--- src/rtl/axi_txn_arbiter.sv ---
// axi_txn_arbiter: round-robin owner selection for the single AXI4-Lite
// master command port. Each grant runs one transaction to completion or
// timeout, then gives a one-cycle ack back to the owner.
module axi_txn_arbiter #(
  parameter int unsigned N_REQ   = 3,
  parameter int unsigned ADDR_W  = 4,
  parameter int unsigned DATA_W  = 8,
  parameter int unsigned TIMEOUT = 1023
) (
  input  logic                    CLK,
  input  logic                    resetn,
  input  logic [N_REQ-1:0]        req,
  input  logic [N_REQ-1:0]        req_dir,
  input  logic [N_REQ*ADDR_W-1:0] req_addr,
  input  logic [N_REQ*DATA_W-1:0] req_wdata,
  output logic [N_REQ-1:0]        ack,
  output logic [DATA_W-1:0]       rdata,
  output logic                    err,
  output logic [N_REQ-1:0]        grant,
  output logic                    busy,
  output logic                    m_init,
  output logic                    m_dir,
  output logic [ADDR_W-1:0]       m_addr,
  output logic [DATA_W-1:0]       m_wdata,
  input  logic                    m_done,
  input  logic                    m_error,
  input  logic                    m_rvalid,
  input  logic [DATA_W-1:0]       m_rdata
);

  localparam int unsigned PTR_W = $clog2(N_REQ);
  localparam int unsigned CNT_W = $clog2(TIMEOUT + 1);

  typedef enum logic [1:0] {S_IDLE, S_ISSUE, S_WAIT, S_ACK} state_t;

  state_t              state_q, state_d;
  logic [PTR_W-1:0]    ptr_q, ptr_d;
  logic [PTR_W-1:0]    owner_q, owner_d;
  logic [N_REQ-1:0]    grant_q, grant_d;
  logic                dir_q, dir_d;
  logic [ADDR_W-1:0]   addr_q, addr_d;
  logic [DATA_W-1:0]   wdata_q, wdata_d;
  logic [CNT_W-1:0]    cnt_q, cnt_d;
  logic [DATA_W-1:0]   cap_q, cap_d;
  logic                err_q, err_d;
  logic                m_done_q, m_done_d;

  logic                found;
  int unsigned         idx;
  int unsigned         win_i;

  // Cyclic search from ptr: the first requester at or after ptr wins.
  always_comb begin
    found = 1'b0;
    idx   = 0;
    win_i = 0;
    for (int unsigned k = 0; k < N_REQ; k++) begin
      idx = (32'(ptr_q) + k) % N_REQ;
      if (!found && req[idx]) begin
        found = 1'b1;
        win_i = idx;
      end
    end
  end

  // Next-state and datapath updates for the IDLE/ISSUE/WAIT/ACK sequence.
  always_comb begin
    state_d  = state_q;
    ptr_d    = ptr_q;
    owner_d  = owner_q;
    grant_d  = grant_q;
    dir_d    = dir_q;
    addr_d   = addr_q;
    wdata_d  = wdata_q;
    cnt_d    = cnt_q;
    cap_d    = cap_q;
    err_d    = err_q;
    m_done_d = m_done;
    case (state_q)
      S_IDLE: begin
        if (found) begin
          state_d = S_ISSUE;
          owner_d = PTR_W'(win_i);
          grant_d = N_REQ'(1) << win_i;
          dir_d   = req_dir[win_i];
          addr_d  = req_addr[win_i*ADDR_W +: ADDR_W];
          wdata_d = req_wdata[win_i*DATA_W +: DATA_W];
        end
      end
      S_ISSUE: begin
        cnt_d   = '0;
        cap_d   = '0;
        state_d = S_WAIT;
      end
      S_WAIT: begin
        if (m_rvalid && !dir_q) begin
          cap_d = m_rdata;
        end
        // Edge-detect against the registered copy so a TXN_DONE still high
        // from the previous transaction cannot complete this one.
        if (m_done && !m_done_q) begin
          err_d   = m_error;
          state_d = S_ACK;
        end else if (cnt_q == CNT_W'(TIMEOUT)) begin
          err_d   = 1'b1;
          cap_d   = '0;
          state_d = S_ACK;
        end else begin
          cnt_d = cnt_q + 1'b1;
        end
      end
      S_ACK: begin
        ptr_d   = (owner_q == PTR_W'(N_REQ - 1)) ? '0 : owner_q + 1'b1;
        grant_d = '0;
        dir_d   = 1'b0;
        addr_d  = '0;
        wdata_d = '0;
        state_d = S_IDLE;
      end
      default: state_d = S_IDLE;
    endcase
  end

  // State and datapath registers, synchronous active-low reset.
  always_ff @(posedge CLK) begin
    if (!resetn) begin
      state_q  <= S_IDLE;
      ptr_q    <= '0;
      owner_q  <= '0;
      grant_q  <= '0;
      dir_q    <= 1'b0;
      addr_q   <= '0;
      wdata_q  <= '0;
      cnt_q    <= '0;
      cap_q    <= '0;
      err_q    <= 1'b0;
      m_done_q <= 1'b0;
    end else begin
      state_q  <= state_d;
      ptr_q    <= ptr_d;
      owner_q  <= owner_d;
      grant_q  <= grant_d;
      dir_q    <= dir_d;
      addr_q   <= addr_d;
      wdata_q  <= wdata_d;
      cnt_q    <= cnt_d;
      cap_q    <= cap_d;
      err_q    <= err_d;
      m_done_q <= m_done_d;
    end
  end

  // Outputs decode purely from registered state; ack/rdata/err only in ACK.
  always_comb begin
    ack     = (state_q == S_ACK) ? grant_q : '0;
    rdata   = (state_q == S_ACK && !dir_q) ? cap_q : '0;
    err     = (state_q == S_ACK) ? err_q : 1'b0;
    grant   = grant_q;
    busy    = (state_q != S_IDLE);
    m_init  = (state_q == S_ISSUE);
    m_dir   = dir_q;
    m_addr  = addr_q;
    m_wdata = wdata_q;
  end

endmodule

--- config.mk ---
export PLATFORM = sky130hd
export DESIGN_NAME = axi_txn_arbiter
export DESIGN_NICKNAME = d
export VERILOG_FILES = /design/src/rtl/axi_txn_arbiter.sv
export SDC_FILE = /design/constraint.sdc
export NUM_CORES = 1
export LEC_CHECK = 0
export BUFFER_PORTS_ARGS = -buffer_cell sky130_fd_sc_hd__buf_2
export CAP_MARGIN = 25
export CORE_UTILIZATION = 50
export DETAILED_ROUTE_END_ITERATION = 10
export HOLD_SLACK_MARGIN = 0.02
export PLACE_DENSITY = 0.78
export SETUP_SLACK_MARGIN = 0.3
export SLEW_MARGIN = 25
export SYNTH_ARGS = -nofsm -noshare
export SYNTH_HDL_FRONTEND = slang
export SYNTH_SLANG_ARGS = --single-unit
--- constraint.sdc ---
create_clock -name CLK -period 7.71 [get_ports CLK]
set_input_delay 1.542 -clock CLK [delete_from_list [all_inputs] [get_ports CLK]]
set_output_delay 1.542 -clock CLK [all_outputs]
set_load 0.1 [all_outputs]
Word-level counts from Yosys, hierarchy flattened
Index checks and enable logic that the tools add are counted.
{ "totals": {"output_inout_bits": 30, "ff_bits": 42, "elab_cells": 92, "input_bits": 55} }
{ "op_classes": {"shifts": 3, "n_mux": 39, "n_lt_le_gt_ge": 4, "reduce_logical": 19, "n_eq_ne": 9, "addsub": 4, "div": 3} }
{ "ops": {"columns": ["cell", "n"], "rows": [
  ["32-bit by 3-bit < comparator with 1-bit output, second input constant", 4],
  ["32-bit two-way mux", 3],
  ["32-bit by 2-bit modulo with 32-bit output, second input constant", 2],
  ["8-bit two-way mux", 5],
  ["12-bit by 33-bit variable part select with 4-bit output", 1],
  ["24-bit by 33-bit variable part select with 8-bit output", 1],
  ["2-bit by 2-bit modulo with 32-bit output, second input constant", 1],
  ["8-bit case mux with 2 select lines", 2],
  ["1-bit by 32-bit << shifter with 3-bit output, first input constant", 1],
  ["10-bit two-way mux", 2],
  ["10-bit case mux with 2 select lines", 1],
  ["1-bit two-way mux", 11],
  ["10-bit by 1-bit adder with 10-bit output, second input constant", 1],
  ["10-bit equality test, second input constant", 1],
  ["1-bit binary-select mux with 2-bit select", 4],
  ["2-bit two-way mux", 4],
  ["2-bit case mux with 4 select lines", 1],
  ["4-bit case mux with 2 select lines", 1],
  ["2-bit AND reduction", 4],
  ["2-bit nonzero test", 4],
  ["2-bit equality test, second input constant", 3],
  ["3-bit two-way mux", 2],
  ["2-bit inequality test, second input constant", 3],
  ["3-bit case mux with 2 select lines", 1],
  ["other kinds (11)", 18]
]} }

Longest topological paths before layout
Gate-level depths: netlist of run 1.
{ "depth": {"word_depth": 14, "mapped_depth": 12, "ltp_nobuf": 12} }

Worst setup path after synthesis of run 1
OpenSTA, ideal clock, no wires.
{ "synth_path": {"path_kind": "flip-flop to output port", "start": "register dir_q (netlist: m_dir)", "end": "output rdata[0]", "required_time_ps": 6168, "n_path_buf": 0, "path_stages_with_launch": 3, "arrival_ps": 1845, "slack_ps": 4323, "cell_sequence": "dfxtp_1 -> nor2_1 -> and2_1"} }
{ "synth_via": {"elab_chain_cells": 3} }
{ "synth_rtl": {"columns": ["item", "line_no", "source"], "rows": [
  ["start: declaration", "40", "logic dir_q, dir_d;"],
  ["start signal: assignment", "143", "dir_q <= dir_d;"],
  ["1-bit logical NOT", "156", "rdata = (state_q == S_ACK && !dir_q) ? cap_q : '0;"],
  ["1-bit logical AND", "156", null],
  ["8-bit two-way mux", "156", null],
  ["end: declaration", "17", "output logic [DATA_W-1:0] rdata,"]
]} }
No other way between the ends.

Worst setup path in the final report of run 1
{ "layout_path": {"start": "register state_q[0]", "end": "output rdata[2]"} }
{ "layout_via": {"elab_chain_cells": 3} }
{ "layout_rtl": {"columns": ["item", "line_no", "source"], "rows": [
  ["start: declaration", "36", "state_t state_q, state_d;"],
  ["start signal: assignment", "139", "state_q <= state_d;"],
  ["2-bit equality test", "156", null],
  ["1-bit logical AND", "156", null],
  ["8-bit two-way mux", "156", null]
]} }
No other way between the ends.

==> results.json, run 1 <==
{
  "outcome": "completed",
  "antenna_found_initial": 0,
  "ys_warn_count": 0,
  "cp.required_ns": 6.17,
  "final_common_cell": "buf_2",
  "fillers": 430,
  "path_buf_inv": 2,
  "dieArea_um2": 5256,
  "clock.fmax_ghz": 0.2657,
  "grt_pass1_vias": 2107,
  "p_per_area_nw_per_um2": 354.9,
  "tns_ns": 0,
  "io_buffers": 84,
  "clkPwrFrac_pct": 15.8,
  "fin_util_pct": 64.66,
  "path_class": "reg2out",
  "dp_hpwl_mm": 4.325,
  "syn_area_per_cell_um2": 9.136,
  "rows": 25,
  "min_path_type": "reg2reg",
  "rsz0062_at_grt": "false",
  "cts_tree": "yes",
  "synth_area_um2": 2485,
  "ys_ff_latch": 42,
  "routed_via_density": 5.393,
  "max_stage_delay_ns": 0.42,
  "synth_cells": 272,
  "relSlewSlack_pct": 34.34,
  "die_x_um": 72.50,
  "sequentialPowerShare_pct": 27.5,
  "p_leak_nw": 1.315,
  "p_int_w": 0.0005083,
  "root_buffer": "clkbuf_8",
  "ios": 85,
  "setup_viol": 0,
  "numCtsBuffers": 5,
  "postRouteAntennaNets": 0,
  "cts_sinks": 42,
  "grt_max_degree": 24,
  "pwr-share-comb_pct": 56.7,
  "cap_viol_max_count": 0,
  "crit_path_end_kind": "output pin",
  "syn-num-nets": 342,
  "hold_depth": 2,
  "post-route-min-period_ns": 3.763,
  "p_sw_w": 0.0005828,
  "slew_violations": 0,
  "finClkSkew_ns": 0.002457,
  "crit_cells": 5,
  "worst_pin_slew_ns": 0.9849,
  "core_um2": 4755,
  "wirelength_mm": 5.798,
  "cp.arrival_ns": 2.22,
  "grt.overflow.total": 0,
  "sw_frac_of_total_pct": 53.42,
  "cp-start-kind": "flop",
  "mostFrequentLayoutCells": "buf_2 (84), dfxtp_1 (42), mux2i_1 (19), and2_1 (18), inv_1 (16)",
  "initial_core_util_pct": 52.26,
  "cp_slowest_cell": "buf_2",
  "crit_family": "buffers and inverters",
  "final_nets": 425,
  "cts_resized": 0,
  "grt_usage_pct": 22.41,
  "clock_latency_ns": 0.28,
  "clock_path_buffers": 2,
  "cts.clk_slew.worst_paths_ns": 0.07,
  "diodes": 0,
  "syn2layout_area_growth_pct": 23.72,
  "crit_chain": "ha_1 -> inv_1 -> nor2_1 -> and2_1 -> buf_2",
  "hold_buffers": 0,
  "crit_fanout": 8,
  "die_h_um": 72.50,
  "synthArstFlopShare_pct": 0,
  "multi_input_area_um2": 1545,
  "rr_worst_depth": 11,
  "dr.first_iter.drc_count": 90,
  "h-tree-depth": 2,
  "gp_congestion": 0.8578,
  "synth_edf_count": 0,
  "register_area_um2": 840.8,
  "drc": 0,
  "wl_per_cell_um": 13.74,
  "yosys_most_used_dff": "dfxtp_1",
  "vdd_drop_max_v": 0.0001913,
  "final_hold_viol_count": 0,
  "cts_setup_buffers": 0,
  "r2r_slack_ns": 4.51,
  "grt_pass1_wl_mm": 9.335,
  "fin_crit_sh_pct": 48.81,
  "drive_gt1_share_pct": 30.99,
  "firstDrtPassIters": 5,
  "vias": 2276,
  "seq_area_frac_synth_pct": 33.84,
  "synth_cell_types": 59
}
## per-stage QoR
stage	area, um2	worst slack (ns)	total power [W]	hold slack, ns	instances
floorplan	2485	4.323	0.0008139	0.4406	272
global placement	2953	4.033	0.0009085	0.4535	415
detailed placement	2953	3.929	0.0009148	0.4565	415
CTS	3065	3.913	0.001093	0.4772	422
global route	3074	3.772	0.001144	0.4920	422
finish	3074	3.947	0.001091	0.4730	422
## routing by layer
| metal | GRT usage [%] | routed length, um |
|---|---|---|
| met3 | 4.028 | 160 |
| met4 | 5.664 | 42 |
| met1 | 28.88 | 2613 |
| met2 | 38.63 | 2981 |
| met5 | 0 | 0 |
## cell usage after synthesis, types with 2 or more instances
library cell  instances  area (um2)
a211oi_1              2       15.01
a21boi_0              2       15.01
a21oi_1               8       40.04
a22o_1                8       70.07
a22oi_1              14       105.1
and2_1               18       112.6
buf_2                 4       20.02
clkbuf_1              3       11.26
dfxtp_1              42       840.8
ha_1                 15       187.7
inv_1                16       60.06
mux2i_1              19       190.2
nand2_1              15       56.30
nand3_1               7       35.03
nand3b_1              6       45.04
nand4_1               2       12.51
nor2_1               10       37.54
nor2b_1               6       37.54
nor3_1                4       20.02
nor3b_1               2       15.01
nor4_1                5       31.28
o21ai_0               8       40.04
o21ai_1              13       65.06
o21ai_2               2       17.52
or3_1                 2       12.51
xnor2_1               6       52.55
## state kept, by name (all words and copies together), names as in the netlist
signal    flops
m_wdata       8
owner_q       2
state_q       2
grant         3
m_dir         1
cap_q         8
ptr_q         2
cnt_q        10
err_q         1
m_addr        4
m_done_q      1
## power groups by stage
| stage | combinational, W | sequential, W | clock [W] |
|---|---|---|---|
| after CTS | 0.000617 | 0.000299 | 0.000177 |
| final | 0.000618 | 0.000300 | 0.000173 |
| after floorplan | 0.000267 | 0.000547 | 0 |
| after global placement | 0.000607 | 0.000302 | 0 |
| after detailed placement | 0.000613 | 0.000301 | 0 |
| after global routing | 0.000653 | 0.000305 | 0.000186 |
## cell families after synthesis
family                   count (synthesis)  share of synthesized area, %
AO/OA/AOI/OAI                           79                         24.37
XOR/XNOR                                 6                         2.115
multiplexers                            20                         8.258
flip-flops                              42                         33.84
buffers and inverters                   26                         4.582
adder cells (fa/ha/maj)                 15                         7.553
AND/OR/NAND/NOR                         84                         19.29
## worst min-delay path: stages, from the launching register on
cell,delay (ns)
dfxtp_1,0.32
nand2_1,0.05
a21boi_0,0.06
## cell type report
cell class | instances | share of cell area [%]
Multi-Input combinational cell | 204 | 50.26
Timing Repair Buffer | 85 | 13.92
Sequential cell | 42 | 27.35
Tap cell | 67 | 2.727
Inverter | 17 | 2.076
Clock buffer | 6 | 2.686
Clock inverter | 1 | 0.9768
## final timing paths
check,startpoint,endpoint
setup / recovery,state_q[0],rdata[2]
hold / removal,grant[0],grant[0]
setup reg to reg,ptr_q[1],grant[0]
hold reg to reg,grant[0],grant[0]
(Power assumes the default switching activity.)
==> inputs of run 2 (changes only) <==
Settings changed: CORE_UTILIZATION 50 to 45, PLACE_DENSITY 0.78 to 0.74.
Clock period 7.71 ns to 3.4 ns, I/O delays scaled along.
==> results.json, run 2 (synthesized netlist as in run 1, its figures left out) <==
{
  "largest_register": "cnt_q",
  "p_leak_nw": 1.322,
  "crit_chain": "inv_1 -> ha_2 -> and3b_2 -> inv_1 -> ha_1 -> or3b_2 -> a21oi_1 -> a21oi_1 -> a211oi_2 -> nand3b_1 -> a21boi_0",
  "rr_worst_depth": 11,
  "path_class": "reg2reg",
  "grt_max_degree": 24,
  "fillers": 490,
  "tns_ns": 0,
  "dr.first_iter.drc_count": 94,
  "p_sw_w": 0.001356,
  "crit_fanout": 9,
  "postRouteAntennaNets": 0,
  "cp.arrival_ns": 3.16,
  "fin_crit_sh_pct": 86.65,
  "hold_buffers": 0,
  "worst_pin_slew_ns": 0.6891,
  "syn2layout_area_growth_pct": 24.67,
  "initial_core_util_pct": 47.74,
  "grt_pass1_vias": 2249,
  "grt_pass1_wl_mm": 10.26,
  "clock_path_buffers": 2,
  "diodes": 0,
  "drc": 0,
  "setup_viol": 0,
  "power_w": 0.002500,
  "p_per_area_nw_per_um2": 806.9,
  "wirelength_mm": 6.004,
  "sequentialPowerShare_pct": 27.3,
  "r2r-start": "ptr_q[1]",
  "clock.fmax_ghz": 0.3394,
  "final_common_cell": "buf_2",
  "gp_congestion": 0.7846,
  "numCtsBuffers": 5,
  "rsz0062_at_grt": "false",
  "cts_sinks": 42,
  "endpoint": "grant[0]",
  "vias": 2324,
  "max_stage_delay_ns": 0.46,
  "slew_violations": 0,
  "antenna_found_initial": 0,
  "cp-start-kind": "flop",
  "post-route-min-period_ns": 2.946,
  "p_int_w": 0.001144,
  "cts.clk_slew.worst_paths_ns": 0.09,
  "wl_per_cell_um": 14.06,
  "vdd_drop_max_v": 0.0004762,
  "dieArea_um2": 5823,
  "root_buffer": "clkbuf_8",
  "outcome": "completed",
  "largest_reg_flops": 10,
  "cap_viol_max_count": 0,
  "h-tree-depth": 2,
  "cp.required_ns": 3.61,
  "final_hold_viol_count": 0,
  "die_h_um": 76.31,
  "r2r_slack_ns": 0.45,
  "mostFrequentLayoutCells": "buf_2 (84), dfxtp_1 (40), mux2i_1 (19), and2_1 (18), inv_1 (16)",
  "cp_slowest_cell": "or3b_2",
  "grt.overflow.total": 0,
  "final_nets": 426,
  "ios": 85,
  "die_x_um": 76.31,
  "clock_latency_ns": 0.29,
  "critPathLaunch": "ptr_q[1]",
  "grt_usage_pct": 21.48,
  "timing.hold.ws_ns": 0.4779,
  "dp_hpwl_mm": 4.536,
  "sw_frac_of_total_pct": 54.24,
  "worst_slack_ns": 0.4539,
  "clkPwrFrac_pct": 16.1,
  "min_path_type": "reg2reg",
  "routed_via_density": 5.443,
  "place_ws_ns": 0.2206,
  "firstDrtPassIters": 4,
  "finClkSkew_ns": 0.006327,
  "cts_setup_buffers": 0,
  "pwr-share-comb_pct": 56.6,
  "rows": 26,
  "io_buffers": 84,
  "relSlewSlack_pct": 53.71,
  "core_um2": 5205,
  "rr_endpoint": "grant[0]",
  "cts_tree": "yes",
  "crit_path_end_kind": "flop",
  "drive_gt1_share_pct": 32.77
}
==> run 2: area by class of cell <==
class                      instances  area, um2  share of cell area, %
clock buffer                       5      68.82                  2.221
timing repair buffer              86      435.4                  14.05
clock inverter                     3      43.79                  1.414
inverter                          17      63.81                  2.060
sequential                        42      843.3                  27.22
tap                               70      87.58                  2.827
multi-input combinational        204       1555                  50.20
==> run 2: timing repair <==
| action | 4_1_cts | 5_1_grt |
|---|---|---|
| endpoints found under the setup margin | 15 | 21 |
| resized for setup | 2 | 4 |
| pin swaps | 0 | 0 |
==> run 2: critical path: cells and delay by family (launching register included) <==
| kind | cells | cell delay, ns |
|---|---|---|
| AND/OR/NAND/NOR | 3 | 0.83 |
| adder cells (fa/ha/maj) | 2 | 0.67 |
| flip-flops | 1 | 0.40 |
| buffers and inverters | 2 | 0.18 |
| AO/OA/AOI/OAI | 4 | 0.80 |
==> run 2: per-stage QoR <==
step	utilization (%)	std cells	instance area, um2
2_1_floorplan	-	272	2485
3_3_place_gp	56.95	419	2964
3_5_place_dp	56.95	419	2964
4_1_cts	59.38	427	3090
5_1_grt	59.52	427	3098
6_report	59.52	427	3098
==> run 2: worst min-delay path by stage <==
stage	startpoint	endpoint	slack (ns)	cells past startpoint
CTS	cap_q[2]	cap_q[2]	0.48	1
floorplan	cap_q[0]	cap_q[0]	0.44	1
global placement	cap_q[6]	cap_q[6]	0.45	1
detailed placement	cap_q[0]	cap_q[0]	0.46	1
global route	m_wdata[0]	m_wdata[0]	0.50	2
finish	cap_q[3]	cap_q[3]	0.48	1
==> run 2: power groups by stage <==
stage | Clock [W] | Sequential (W) | Combinational (W)
finish | 0.000402 | 0.000683 | 0.00141
CTS | 0.000408 | 0.000681 | 0.00142
detailed placement | 0 | 0.000690 | 0.00141
global route | 0.000430 | 0.000698 | 0.00150
global placement | 0 | 0.000686 | 0.00139
floorplan | 0 | 0.00124 | 0.000605
==> run 2: layer usage <==
metal  part of all wire [%]  global-route usage (%)
met1                     44                   25.58
met2                     50                   38.02
met5                      0                       0
met4                    1.0                   7.308
met3                    4.5                   4.551
==> inputs of run 3 (changes only) <==
Settings changed: CORE_MARGIN set to 3, CORE_UTILIZATION 45 to 50, GPL_TIMING_DRIVEN set to 0, PLACE_DENSITY 0.74 to 0.78.
Clock period 3.4 ns to 3.2 ns, I/O delays scaled along.
==> results.json, run 3 (synthesized netlist as in run 1, its figures left out) <==
{
  "outcome": "completed",
  "sw_frac_of_total_pct": 51.75,
  "multi_input_area_um2": 1568,
  "clock_path_buffers": 2,
  "gp_congestion": 0.8344,
  "dp_hpwl_mm": 4.537,
  "grt_max_degree": 14,
  "largest_reg_flops": 10,
  "r2r-start": "ptr_q[0]",
  "drive_gt1_share_pct": 35.05,
  "relSlewSlack_pct": 49.66,
  "p_per_area_nw_per_um2": 859.7,
  "wl_per_cell_um": 13.76,
  "grt_pass1_wl_mm": 10.35,
  "core_um2": 4755,
  "antenna_found_initial": 0,
  "die_x_um": 76.50,
  "fin_util_pct": 67.50,
  "crit_path_end_kind": "output pin",
  "critPathLaunch": "state_q[1]",
  "grt_pass1_vias": 2229,
  "p_leak_nw": 1.388,
  "path_class": "reg2out",
  "dieArea_um2": 5851,
  "min_path_type": "reg2reg",
  "crit_fanout": 8,
  "p_int_w": 0.001331,
  "final_common_cell": "buf_2",
  "slew_violations": 0,
  "cp.arrival_ns": 2.08,
  "setup_viol": 0,
  "initial_core_util_pct": 52.26,
  "cp-start-kind": "flop",
  "worst_slack_ns": 0.4816,
  "final_hold_viol_count": 0,
  "grt_usage_pct": 21.04,
  "pwr-share-comb_pct": 55.3,
  "place_ws_ns": 0.04037,
  "fin_crit_sh_pct": 84.95,
  "hold_depth": 1,
  "cp.required_ns": 2.56,
  "sequentialPowerShare_pct": 26.1,
  "numCtsBuffers": 5,
  "rows": 25,
  "die_h_um": 76.50,
  "postRouteAntennaNets": 0,
  "firstDrtPassIters": 4,
  "routed_via_density": 5.453,
  "tns_ns": 0,
  "root_buffer": "clkbuf_8",
  "diodes": 0,
  "cts_tree": "yes",
  "wirelength_mm": 5.985,
  "hold_buffers": 0,
  "post-route-min-period_ns": 2.718,
  "clock.fmax_ghz": 0.3679,
  "final_nets": 437,
  "dr.first_iter.drc_count": 122,
  "io_buffers": 84,
  "cap_viol_max_count": 0,
  "worst_pin_slew_ns": 0.7489,
  "clock_latency_ns": 0.29,
  "ios": 85,
  "p_sw_w": 0.001428,
  "largest_register": "cnt_q",
  "cts.clk_slew.worst_paths_ns": 0.08,
  "min-delay-start": "cap_q[0]",
  "rsz0062_at_grt": "false",
  "vias": 2372,
  "grt.overflow.total": 0,
  "fillers": 408,
  "register_area_um2": 848.3,
  "drc": 0,
  "rr_worst_depth": 12,
  "finClkSkew_ns": 0.01264,
  "vdd_drop_max_v": 0.0005255,
  "h-tree-depth": 2,
  "mostFrequentLayoutCells": "buf_2 (87), dfxtp_1 (40), mux2i_1 (19), and2_1 (18)",
  "clkPwrFrac_pct": 18.6,
  "cts_sinks": 42,
  "syn2layout_area_growth_pct": 29.15
}
run 3: cell type report:
| class | count | area share [%] |
|---|---|---|
| clock buffer | 6 | 2.573 |
| timing repair buffer | 88 | 14.04 |
| inverter | 17 | 1.988 |
| clock inverter | 2 | 1.871 |
| buffer | 9 | 1.637 |
| sequential | 42 | 26.43 |
| tap | 67 | 2.612 |
| multi-input combinational | 204 | 48.85 |
run 3: final timing paths:
path / end / slack, ns
hold / removal: cap_q[0] / 0.48
hold reg to reg: cap_q[0] / 0.48
setup / recovery: rdata[2] / 0.48
setup reg to reg: grant[0] / 0.49
run 3: metal layers:
metal  global-route usage (%)  vias to the layer above  share of wire (%)
met3                    4.374                        7                4.9
met5                        0                        -                  0
met4                    5.797                        0                1.0
met2                    34.62                       63                 50
met1                    27.88                     1111                 44
li1                         -                     1191                  -
run 3: repair_timing:
item,CTS,global route
resized for setup,6,10
setup buffers,1,3
endpoints found under the setup margin,13,22
pin swaps,1,4
endpoints found under the hold margin,0,0
run 3: power by group through the flow:
stage	sequential [W]	combinational, W	clock (W)
after floorplan	0.00132	0.000643	0
after global placement	0.000724	0.00148	0
after detailed placement	0.000727	0.00150	0
after CTS	0.000719	0.00151	0.000524
after global routing	0.000738	0.00162	0.000553
final	0.000720	0.00153	0.000513
run 3: critical path, cell delays in order (launching register included):
cell	delay [ns]
dfxtp_1	0.39
ha_1	0.35
inv_1	0.20
nor2_2	0.26
and2_1	0.16
buf_2	0.42
run 3: per-stage QoR:
step	instances	total power (W)	instance area [um2]	hold slack, ns
after floorplan	272	0.001961	2485	0.4406
after global placement	423	0.002208	2989	0.4547
after detailed placement	423	0.002229	2995	0.4560
after CTS	432	0.002754	3162	0.4784
after global routing	435	0.002907	3209	0.4960
final	435	0.002759	3209	0.4765
